`src/rtl/temp_poll_monitor.sv`:
```
// temp_poll_monitor: periodically requests a TMP75 conversion, captures the
// signed 12-bit result and derives current, smoothed (EMA) and peak
// temperature, a hysteretic over-temp alarm and a sticky no-response flag.
module temp_poll_monitor #(
    parameter logic [31:0]        POLL_CYCLES    = 32'd10_000_000,
    parameter logic [31:0]        TIMEOUT_CYCLES = 32'd20_000,
    parameter int                 AVG_LOG2       = 3,
    parameter logic signed [11:0] ALARM_HI       = 12'sd1280,
    parameter logic signed [11:0] ALARM_LO       = 12'sd1200
) (
    input  logic               clk,
    input  logic               rst,
    input  logic               enable,
    input  logic               clr_max,
    input  logic               clr_err,
    output logic               temp_rd_en,
    input  logic signed [11:0] temp_data_in,
    input  logic               temp_data_en_in,
    output logic signed [11:0] temp_cur,
    output logic signed [11:0] temp_avg,
    output logic signed [11:0] temp_max,
    output logic               temp_valid,
    output logic               over_temp,
    output logic               timeout_err,
    output logic [15:0]        sample_cnt,
    output logic               busy
);
    localparam int ACC_W = 12 + AVG_LOG2;

    typedef enum logic [2:0] {
        S_IDLE,
        S_REQ,
        S_WAIT_DATA,
        S_UPDATE,
        S_ALARM,
        S_WAIT_POLL
    } state_e;

    state_e                  state_q, state_d;
    logic                    req_lvl_q, req_lvl_d;
    logic [31:0]             poll_cnt_q, poll_cnt_d;
    logic [31:0]             to_cnt_q, to_cnt_d;
    logic signed [11:0]      sample_q, sample_d;
    logic signed [11:0]      temp_cur_q, temp_cur_d;
    logic signed [ACC_W-1:0] acc_q, acc_d;
    logic signed [11:0]      temp_max_q, temp_max_d;
    logic                    max_valid_q, max_valid_d;
    logic                    first_flag_q, first_flag_d;
    logic                    temp_valid_q, temp_valid_d;
    logic                    over_temp_q, over_temp_d;
    logic                    timeout_err_q, timeout_err_d;
    logic [15:0]             sample_cnt_q, sample_cnt_d;

    logic signed [ACC_W-1:0] sample_ext;
    logic signed [11:0]      avg;

    // Sign-extended captured sample and the EMA output taken from the accumulator.
    assign sample_ext = ACC_W'(sample_q);
    assign avg        = 12'(acc_q >>> AVG_LOG2);

    // Request is masked during the strobe so the reader never re-triggers on a stale level.
    assign temp_rd_en  = req_lvl_q & ~temp_data_en_in;
    assign temp_cur    = temp_cur_q;
    assign temp_avg    = avg;
    assign temp_max    = temp_max_q;
    assign temp_valid  = temp_valid_q;
    assign over_temp   = over_temp_q;
    assign timeout_err = timeout_err_q;
    assign sample_cnt  = sample_cnt_q;
    assign busy        = (state_q == S_REQ) || (state_q == S_WAIT_DATA);

    // Next-state and datapath: poll/timeout counting, capture, EMA, peak, alarm.
    always_comb begin
        // NOTE: every _d defaults to its _q first so no path can infer a latch.
        state_d       = state_q;
        req_lvl_d     = req_lvl_q;
        poll_cnt_d    = poll_cnt_q;
        to_cnt_d      = to_cnt_q;
        sample_d      = sample_q;
        temp_cur_d    = temp_cur_q;
        acc_d         = acc_q;
        temp_max_d    = temp_max_q;
        max_valid_d   = max_valid_q;
        first_flag_d  = first_flag_q;
        temp_valid_d  = 1'b0;
        over_temp_d   = over_temp_q;
        timeout_err_d = timeout_err_q;
        sample_cnt_d  = sample_cnt_q;

        // Period counter runs outside IDLE and saturates one below the period.
        if (state_q != S_IDLE && poll_cnt_q < POLL_CYCLES - 32'd1) begin
            poll_cnt_d = poll_cnt_q + 32'd1;
        end

        // Clear first so a timeout in the same cycle wins.
        if (clr_err) begin
            timeout_err_d = 1'b0;
        end

        case (state_q)
            S_IDLE: begin
                if (enable) begin
                    state_d = S_REQ;
                end
            end
            S_REQ: begin
                req_lvl_d  = 1'b1;
                poll_cnt_d = 32'd0;
                to_cnt_d   = 32'd0;
                state_d    = S_WAIT_DATA;
            end
            S_WAIT_DATA: begin
                to_cnt_d = to_cnt_q + 32'd1;
                if (temp_data_en_in) begin
                    sample_d  = temp_data_in;
                    req_lvl_d = 1'b0;
                    state_d   = S_UPDATE;
                end else if (to_cnt_q == TIMEOUT_CYCLES - 32'd1) begin
                    timeout_err_d = 1'b1;
                    req_lvl_d     = 1'b0;
                    state_d       = S_WAIT_POLL;
                end
            end
            S_UPDATE: begin
                temp_cur_d   = sample_q;
                sample_cnt_d = sample_cnt_q + 16'd1;
                if (first_flag_q) begin
                    acc_d        = sample_ext <<< AVG_LOG2;
                    first_flag_d = 1'b0;
                end else begin
                    acc_d = acc_q + sample_ext - (acc_q >>> AVG_LOG2);
                end
                if (!max_valid_q || sample_q > temp_max_q) begin
                    temp_max_d = sample_q;
                end
                max_valid_d = 1'b1;
                state_d     = S_ALARM;
            end
            S_ALARM: begin
                if (avg >= ALARM_HI) begin
                    over_temp_d = 1'b1;
                end else if (avg <= ALARM_LO) begin
                    over_temp_d = 1'b0;
                end
                temp_valid_d = 1'b1;
                state_d      = S_WAIT_POLL;
            end
            S_WAIT_POLL: begin
                // Compare the count including this cycle so REQ entries are exactly one period apart.
                if (!enable) begin
                    state_d = S_IDLE;
                end else if (poll_cnt_d >= POLL_CYCLES - 32'd1) begin
                    state_d = S_REQ;
                end
            end
            default: begin
                state_d = S_IDLE;
            end
        endcase

        // Peak reload request lands after the update so the next sample reloads temp_max.
        if (clr_max) begin
            max_valid_d = 1'b0;
        end
    end

    // State and datapath registers with synchronous reset.
    always_ff @(posedge clk) begin
        // NOTE: non-blocking assignments so every flop samples pre-edge values together.
        if (rst) begin
            state_q       <= S_IDLE;
            req_lvl_q     <= 1'b0;
            poll_cnt_q    <= 32'd0;
            to_cnt_q      <= 32'd0;
            sample_q      <= '0;
            temp_cur_q    <= '0;
            acc_q         <= '0;
            temp_max_q    <= '0;
            max_valid_q   <= 1'b0;
            first_flag_q  <= 1'b1;
            temp_valid_q  <= 1'b0;
            over_temp_q   <= 1'b0;
            timeout_err_q <= 1'b0;
            sample_cnt_q  <= 16'd0;
        end else begin
            state_q       <= state_d;
            req_lvl_q     <= req_lvl_d;
            poll_cnt_q    <= poll_cnt_d;
            to_cnt_q      <= to_cnt_d;
            sample_q      <= sample_d;
            temp_cur_q    <= temp_cur_d;
            acc_q         <= acc_d;
            temp_max_q    <= temp_max_d;
            max_valid_q   <= max_valid_d;
            first_flag_q  <= first_flag_d;
            temp_valid_q  <= temp_valid_d;
            over_temp_q   <= over_temp_d;
            timeout_err_q <= timeout_err_d;
            sample_cnt_q  <= sample_cnt_d;
        end
    end

endmodule
```
`config.mk`:
```
export PLATFORM = sky130hd
export DESIGN_NAME = temp_poll_monitor
export DESIGN_NICKNAME = d
export VERILOG_FILES = /design/src/rtl/temp_poll_monitor.sv
export SDC_FILE = /design/constraint.sdc
export NUM_CORES = 1
export LEC_CHECK = 0
export CORE_UTILIZATION = 35
export DETAILED_ROUTE_END_ITERATION = 16
export DONT_BUFFER_PORTS = 1
export GPL_TIMING_DRIVEN = 0
export HOLD_SLACK_MARGIN = 0.03
export PLACE_DENSITY = 0.6
export SYNTH_ARGS = -nofsm -noshare
export SYNTH_HDL_FRONTEND = slang
export SYNTH_SLANG_ARGS = --single-unit
```
`constraint.sdc`:
```
create_clock -name clk -period 3.15 [get_ports clk]
set_clock_uncertainty 0.1 [all_clocks]
set_input_delay 0.63 -clock clk [delete_from_list [all_inputs] [get_ports clk]]
set_output_delay 0.63 -clock clk [all_outputs]
set_load 0.03 [all_outputs]
```
==> key figures, run 1 <==
Critical path
  – CP required: 3.36 ns
  – Crit end category: flip-flop
  – Crit-path cells: inv_4 -> fa_1 -> inv_2 -> ha_4 -> or3_1 -> a311oi_2 -> o311ai_2 -> a21o_1 -> a21o_1 -> a21o_1 -> a21oi_2 -> xnor2_1 -> o21ai_1
  – R2R depth: 13
  – Arr. time, crit path: 3.31 ns
  – Reg-to-Reg End: acc_q[14]
  – Most used cell along the critical path: a21o_1
  – Slowest-stage cell, CP: fa_1
  – CP Class: flip-flop to flip-flop
  – R2r setup slk: 0.05 ns
  – CP Launch Point: acc_q[4]
  – FF-to-FF Start: acc_q[4]
  – Crit-path max FO: 5
  – Worst path max stage delay: 0.55 ns
  – Critical Path Start Type: flip-flop

Hold path
  – Hold EP: max_valid_q
  – Hold Crit Start: clr_max
  – Class of the worst hold path: input port to flip-flop
  – WHS Path Cells: 1

Synthesis
  – Synth cell types: 69
  – Cells after synthesis: 984
  – Number of flops mapped to enable cells by yosys: 0
  – #FFs+latches synth: 140
  – Sequential area share after synthesis: 35.7%
  – Synth area leaders: dfxtp_1 (36%), nand2_1 (5.6%), nor2_1 (5.1%), ha_1 (4.9%), a21oi_1 (4.8%)
  – Synth Flop Type: dfxtp_1
  – Mapped Area: 7850 µm²
  – Mapped Nets: 1,047
  – Yosys warns: 0
  – Synth Area per Inst: 7.98 µm²
  – Fraction of registers with async set/reset: 0%
  – Top-count cell post-synth: dfxtp_1
  – Yosys top cell area share: 35.7%
  – Dominant cell type by area after synthesis: dfxtp_1
  – Top cells by count, synth: dfxtp_1 (140), nand2_1 (117), nor2_1 (107)

CTS
  – Worst-path clk slew: 0.07 ns
  – CTS buffer count: 17
  – Bufs on Longest Clock Path: 2
  – Clock sink total: 140
  – Clk Latency, worst-skew pair: 0.43 ns
  – Root Driver: clkbuf_16
  – Post-CTS Hold Fix Bufs: 0
  – CTS tree: yes
  – H-tree Lvls: 4

STA
  – Endpoints failing setup: 0
  – Fin crit share: 98.6%
  – Highest clock rate: 322 MHz
  – Final Hold Vio Count: 0
  – Relative slew margins: 52.9%
  – Hold_ws: 0.180 ns
  – RSZ-0062 raised after global routing: yes
  – Worst slew pin tran: 0.700 ns
  – Fin. max-slew vios: 0
  – Tmin final: 3.10 ns

Placed design
  – Routability cong.: 0.863
  – Total placed instance area: 8210 µm²
  – Post-DP HPWL: 14.8 mm
  – PortBufs: 0
  – Dpl cells: 1,264

Cells and area
  – # diodes: 0
  – Fill cells: 2,250
  – Layout area overhead: 14.5%
  – Fin util: 41.1%
  – Post-Layout Cell Count: 1,305
  – Share of cells above drive strength 1: 11.3%
  – Final Net Count: 1,075
  – Post-route cell area: 8990 µm²

Route
  – DRT Pass-1 Iters: 5
  – Antenna viol nets, final: 0
  – Final wirelength: 20.5 mm
  – DRC violations left: 0
  – Drt first-iter violations: 403
  – Via count: 6,788
  – Number of vias per cell: 5.20
  – WL/cell: 15.7 µm

Floorplanning
  – Die height: 152 µm
  – Starting Density: 35.8%
  – Core area: 21,900 µm²
  – Top-level I/O count: 75
  – Row cnt: 54
  – Die X-Extent: 152 µm
  – Die Area: 23,000 µm²

Power
  – Final Total Pwr: 4.55 mW
  – Max VDD drop: 280 µV
  – Pleak: 3.24 nW
  – Power density cells: 506 nW/µm²
  – Part of the power in registers: 40.1%
  – Sw power: 1.25 mW
  – Sw frac: 27.6%
  – Combinational group share of total power: 16.0%
  – Clk pwr share: 43.9%
  – Pint: 3.29 mW

Global route
  – Tot GR Track Use: 18.3%
  – Initial antenna violation count: 0
  – Grt ovf: 0
  – Global-route wire length before repair: 32.6 mm
  – Largest net degree at the start of global routing: 17
  – Vias in the first global route: 6,296

Run
  – Max_cap viols: 0

Run status
  – Outcome: completed
[kinds of logic after synthesis]
| group | Yosys count | share of synthesized area [%] |
|---|---|---|
| AO/OA/AOI/OAI | 182 | 14.6 |
| XOR/XNOR | 46 | 5.47 |
| adder cells (fa/ha/maj) | 45 | 8.51 |
| buffers and inverters | 135 | 7.17 |
| flip-flops | 140 | 35.7 |
| multiplexers | 15 | 1.99 |
| AND/OR/NAND/NOR | 421 | 26.5 |
[power by group through the flow]
stage               clock, mW  combinational [mW]  sequential [mW]
floorplan                   0               0.538             1.85
global placement            0               0.668             1.87
detailed placement          0               0.673             1.87
CTS                      2.04               0.687             1.83
global route             2.12               0.808             1.82
finish                   2.00               0.729             1.82
[critical path, delay by kind of cell, from the launching register on]
kind / cells / cell delay (ns)
AO/OA/AOI/OAI: 7 / 1.19
XOR/XNOR: 1 / 0.13
adder cells (fa/ha/maj): 2 / 0.72
buffers and inverters: 2 / 0.09
flip-flops: 1 / 0.38
AND/OR/NAND/NOR: 1 / 0.38
[registers in the layout, indices dropped and copies added (netlist names)]
signal / flops
over_temp: 1
poll_cnt_q: 32
max_valid_q: 1
temp_valid: 1
state_q: 3
to_cnt_q: 32
timeout_err: 1
temp_max: 12
req_lvl_q: 1
temp_cur: 12
acc_q: 15
sample_q: 12
sample_cnt: 16
first_flag_q: 1
[placed cells by master (no fill, tap or decap), types with 12 or more instances in the layout]
cell and n:
a21oi_1 74, mux2i_1 13, nor3_1 19, and3_1 23
a211oi_1 14, nand4_1 21, nor2_1 107, nor4_1 15
o21a_1 12, clkbuf_1 42, nand3_1 42, o211ai_1 14
ha_1 26, xor2_1 19, inv_1 74, xnor2_1 25
o21ai_0 19, dfxtp_1 129, or3_1 17, fa_1 13
buf_4 21, clkbuf_16 17, nand2_1 117
[metrics by stage]
stage	setup TNS (ns)	setup WS (ns)
floorplan	0	0.0381
global placement	-1.35	-0.317
detailed placement	-1.22	-0.279
CTS	-0.124	-0.124
global route	-0.0958	-0.0680
finish	0	0.0457
[final cells by class]
| cell class | instances | area, µm² | share of cell area (%) |
|---|---|---|---|
| repair buffers | 9 | 67.6 | 0.752 |
| clock inverters | 10 | 116 | 1.29 |
| plain buffers | 56 | 269 | 2.99 |
| well taps | 280 | 350 | 3.90 |
| flip-flops and latches | 140 | 2840 | 31.6 |
| inverters | 79 | 302 | 3.35 |
| clock buffers | 22 | 464 | 5.16 |
| multi-input cells | 709 | 4580 | 51.0 |
[how the worst max path moves through the flow]
stage	depth (start not counted)	slack, ns	end
detailed placement	13	-0.28	acc_q[14]
finish	13	0.05	acc_q[14]
CTS	13	-0.12	acc_q[14]
global placement	13	-0.32	acc_q[14]
floorplan	13	0.04	acc_q[14]
global route	13	-0.07	acc_q[14]
[what timing repair did]
item	in CTS	in global routing
buffers inserted	1	8
gates cloned	0	0
gates resized for setup	14	35
pin swaps	2	15
endpoints found under the setup margin	17	13
[metal layers]
metal  global-route usage, %  up-vias  part of all wire [%]
li1                        -     3446                     -
met1                    23.8     3213                    47
met2                    29.4      104                    46
met3                    4.01       25                   4.2
met4                    7.03        0                   2.1
met5                       0        -                     0
No activity file was read; power rests on OpenSTA's default activity.
==> inputs of run 2 (changes only) <==
- ABC_AREA: default -> 1
- CORE_MARGIN: default -> 10
- PLACE_DENSITY: 0.6 -> 0.56
==> key figures, run 2 <==
Floorplanning
  – Row cnt: 55 (+1.9%)
  – Top-level I/O count: 75 (unchanged)
  – Core area: 22,500 µm² (+2.8%)
  – Die height: 171 µm (+13%)
  – Starting Density: 35.4% (-0.41 points)
  – Die X-Extent: 171 µm (+13%)
  – Die Area: 29,200 µm² (+27%)

Critical path
  – R2r setup slk: 0.23 ns (+0.18 ns)
  – Crit end category: flip-flop
  – CP Class: flip-flop to flip-flop
  – FF-to-FF Start: sample_q[2]
  – R2R depth: 15 (+2)
  – Crit-path max FO: 6 (+1)
  – Critical Path Start Type: flip-flop
  – Reg-to-Reg End: acc_q[11]
  – Arr. time, crit path: 3.11 ns (-0.20 ns)
  – CP required: 3.34 ns (-0.02 ns)

STA
  – RSZ-0062 raised after global routing: no
  – Hold_ws: 0.163 ns (-0.0169 ns)
  – TNS Setup: 0 ns (unchanged)
  – Tmin final: 2.92 ns (-0.184 ns)
  – Setup WS post-layout: 0.230 ns (+0.184 ns)
  – Endpoints failing setup: 0 (unchanged)
  – Highest clock rate: 342 MHz (+6.3%)
  – Final Hold Vio Count: 0 (unchanged)
  – Fin. max-slew vios: 0 (unchanged)
  – Relative slew margins: 52.8% (-0.17 points)
  – Fin crit share: 92.7% (-5.8 points)
  – Worst slew pin tran: 0.702 ns (+0.00246 ns)

Synthesis
  – Synth cell types: 43 (-38%)
  – Cells after synthesis: 1,132 (+15%)
  – Mapped Area: 7980 µm² (+1.6%)
  – Top-count cell post-synth: nand2_1
  – Number of flops mapped to enable cells by yosys: 0 (unchanged)
  – Synth area leaders: dfxtp_1 (35%), nand2_1 (9.0%), inv_1 (8.4%), a21oi_1 (7.2%), nor2_1 (5.1%)
  – Mapped Nets: 1,195 (+14%)
  – Synth Area per Inst: 7.05 µm² (-12%)
  – Synth Flop Type: dfxtp_1
  – Fraction of registers with async set/reset: 0% (unchanged)
  – Yosys warns: 0 (unchanged)
  – #FFs+latches synth: 140 (unchanged)
  – Dominant cell type by area after synthesis: dfxtp_1
  – Yosys top cell area share: 35.1% (-0.57 points)
  – Sequential area share after synthesis: 35.1% (-0.57 points)
  – Top cells by count, synth: nand2_1 (191), inv_1 (178), dfxtp_1 (140)

Cells and area
  – Layout area overhead: 11.9%
  – Final Net Count: 1,215 (+13%)
  – Most frequent cells in the layout: nand2_1 (191), inv_1 (177), dfxtp_1 (137)
  – Most common cell after layout, fill and taps aside: nand2_1
  – Post-Layout Cell Count: 1,452 (+11%)
  – Share of cells above drive strength 1: 7.12% (-4.2 points)

CTS
  – Clock sink total: 140 (unchanged)
  – Post-CTS Hold Fix Bufs: 0 (unchanged)
  – Root Driver: clkbuf_16
  – Worst-path clk slew: 0.07 ns (about the same)
  – Bufs on Longest Clock Path: 2 (unchanged)
  – CTS buffer count: 17 (unchanged)
  – CTS tree: yes
  – Clk Latency, worst-skew pair: 0.43 ns (about the same)
  – H-tree Lvls: 4 (unchanged)

Hold path
  – Hold EP: max_valid_q
  – Class of the worst hold path: input port to flip-flop
  – Hold Crit Start: clr_max
  – WHS Path Cells: 1 (unchanged)

Run status
  – Outcome: completed

Power
  – Max VDD drop: 307 µV (+9.6%)
  – Pleak: 3.36 nW (+3.4%)
  – Power density cells: 705 nW/µm² (+39%)
  – Final Total Pwr: 6.29 mW (+38%)

Route
  – Drt first-iter violations: 457 (+13%)
  – DRC violations left: 0 (unchanged)
  – Number of vias per cell: 5.01 (-3.8%)
  – WL/cell: 15.4 µm (-1.9%)
  – Antenna viol nets, final: 0 (unchanged)
  – DRT Pass-1 Iters: 6 (+1)
  – Via count: 7,268 (+7.1%)
  – Final wirelength: 22.3 mm (+9.1%)

Global route
  – Tot GR Track Use: 15.7% (-2.6 points)
  – Largest net degree at the start of global routing: 17 (unchanged)
  – Grt ovf: 0 (unchanged)
  – Global-route wire length before repair: 36.4 mm (+12%)
  – Vias in the first global route: 6,896 (+9.5%)
  – Initial antenna violation count: 1 (+1)

Run
  – Max_cap viols: 0 (unchanged)

Placed design
  – Dpl cells: 1,417 (+12%)
  – Post-DP HPWL: 17.3 mm (+17%)
  – Post-place setup slack: -0.202 ns (+0.0764 ns)
  – Routability cong.: 0.862 (about the same)
  – PortBufs: 0 (unchanged)
-- run 2: timing repair --
| action | in CTS | in global routing |
|---|---|---|
| pin swaps | 1 | 2 |
| buffers inserted | 1 | 0 |
| setup endpoints to repair | 1 | 5 |
| resized for setup | 2 | 9 |
-- run 2: worst max path at each step --
stage / from / end / cells past startpoint
floorplan: sample_q[2] / acc_q[11] / 15
global placement: sample_q[1] / acc_q[11] / 15
detailed placement: sample_q[1] / acc_q[11] / 15
CTS: sample_q[1] / acc_q[11] / 15
global route: acc_q[5] / acc_q[12] / 12
finish: sample_q[2] / acc_q[11] / 15
-- run 2: worst max-delay path, stage by stage, from the launching register on --
cell	delay (ns)
dfxtp_1	0.37
inv_2	0.09
fa_1	0.50
inv_1	0.04
ha_1	0.35
nand2_1	0.08
nand3_1	0.11
nand2_1	0.07
nand2_1	0.07
a21oi_2	0.22
o21ai_2	0.10
a21boi_2	0.16
o21ai_0	0.11
xor2_1	0.15
o21ai_1	0.17
a21oi_1	0.08
-- run 2: per-layer routing --
| layer | up-vias | track usage (%) | wire (µm) |
|---|---|---|---|
| met5 | - | 0 | 0 |
| met4 | 0 | 5.07 | 460 |
| met3 | 28 | 3.59 | 938 |
| met2 | 126 | 24.9 | 9960 |
| met1 | 3341 | 20.7 | 11000 |
| li1 | 3773 | - | - |
-- run 2: per-stage QoR --
stage / cell area (µm²) / utilization (%)
5_1_grt: 8920 / 39.7
4_1_cts: 8900 / 39.6
6_report: 8930 / 39.7
3_5_place_dp: 8330 / 37.0
2_1_floorplan: 7980 / -
3_3_place_gp: 8330 / 37.0
-- run 2: layout make-up --
cell class	count	area [µm²]
Antenna cell	2	5.00
Clock buffer	19	443
Sequential cell	140	2810
Clock inverter	13	119
Buffer	46	233
Timing Repair Buffer	1	7.51
Multi-Input combinational cell	760	4260
Tap cell	285	357
Fill cell	2386	13600
Inverter	186	698
-- run 2: cell families (layout without fill, tap and decap cells) --
| group | after synthesis | count (layout) | share of synthesized area, % |
|---|---|---|---|
| AND/OR/NAND/NOR | 448 | 448 | 25.1 |
| buffers and inverters | 232 | 265 | 11.7 |
| flip-flops | 140 | 140 | 35.1 |
| XOR/XNOR | 26 | 26 | 2.86 |
| other | 0 | 2 | 0 |
| AO/OA/AOI/OAI | 241 | 241 | 16.8 |
| adder cells (fa/ha/maj) | 45 | 45 | 8.38 |
-- run 2: power breakdown --
group / leakage, nW / switching [mW] / total (mW) / internal [mW]
clock: 0.266 / 0.831 / 1.94 / 1.11
sequential: 1.13 / 0.218 / 2.12 / 1.90
combinational: 1.96 / 1.45 / 2.23 / 0.779
total: 3.36 / 2.50 / 6.29 / 3.79
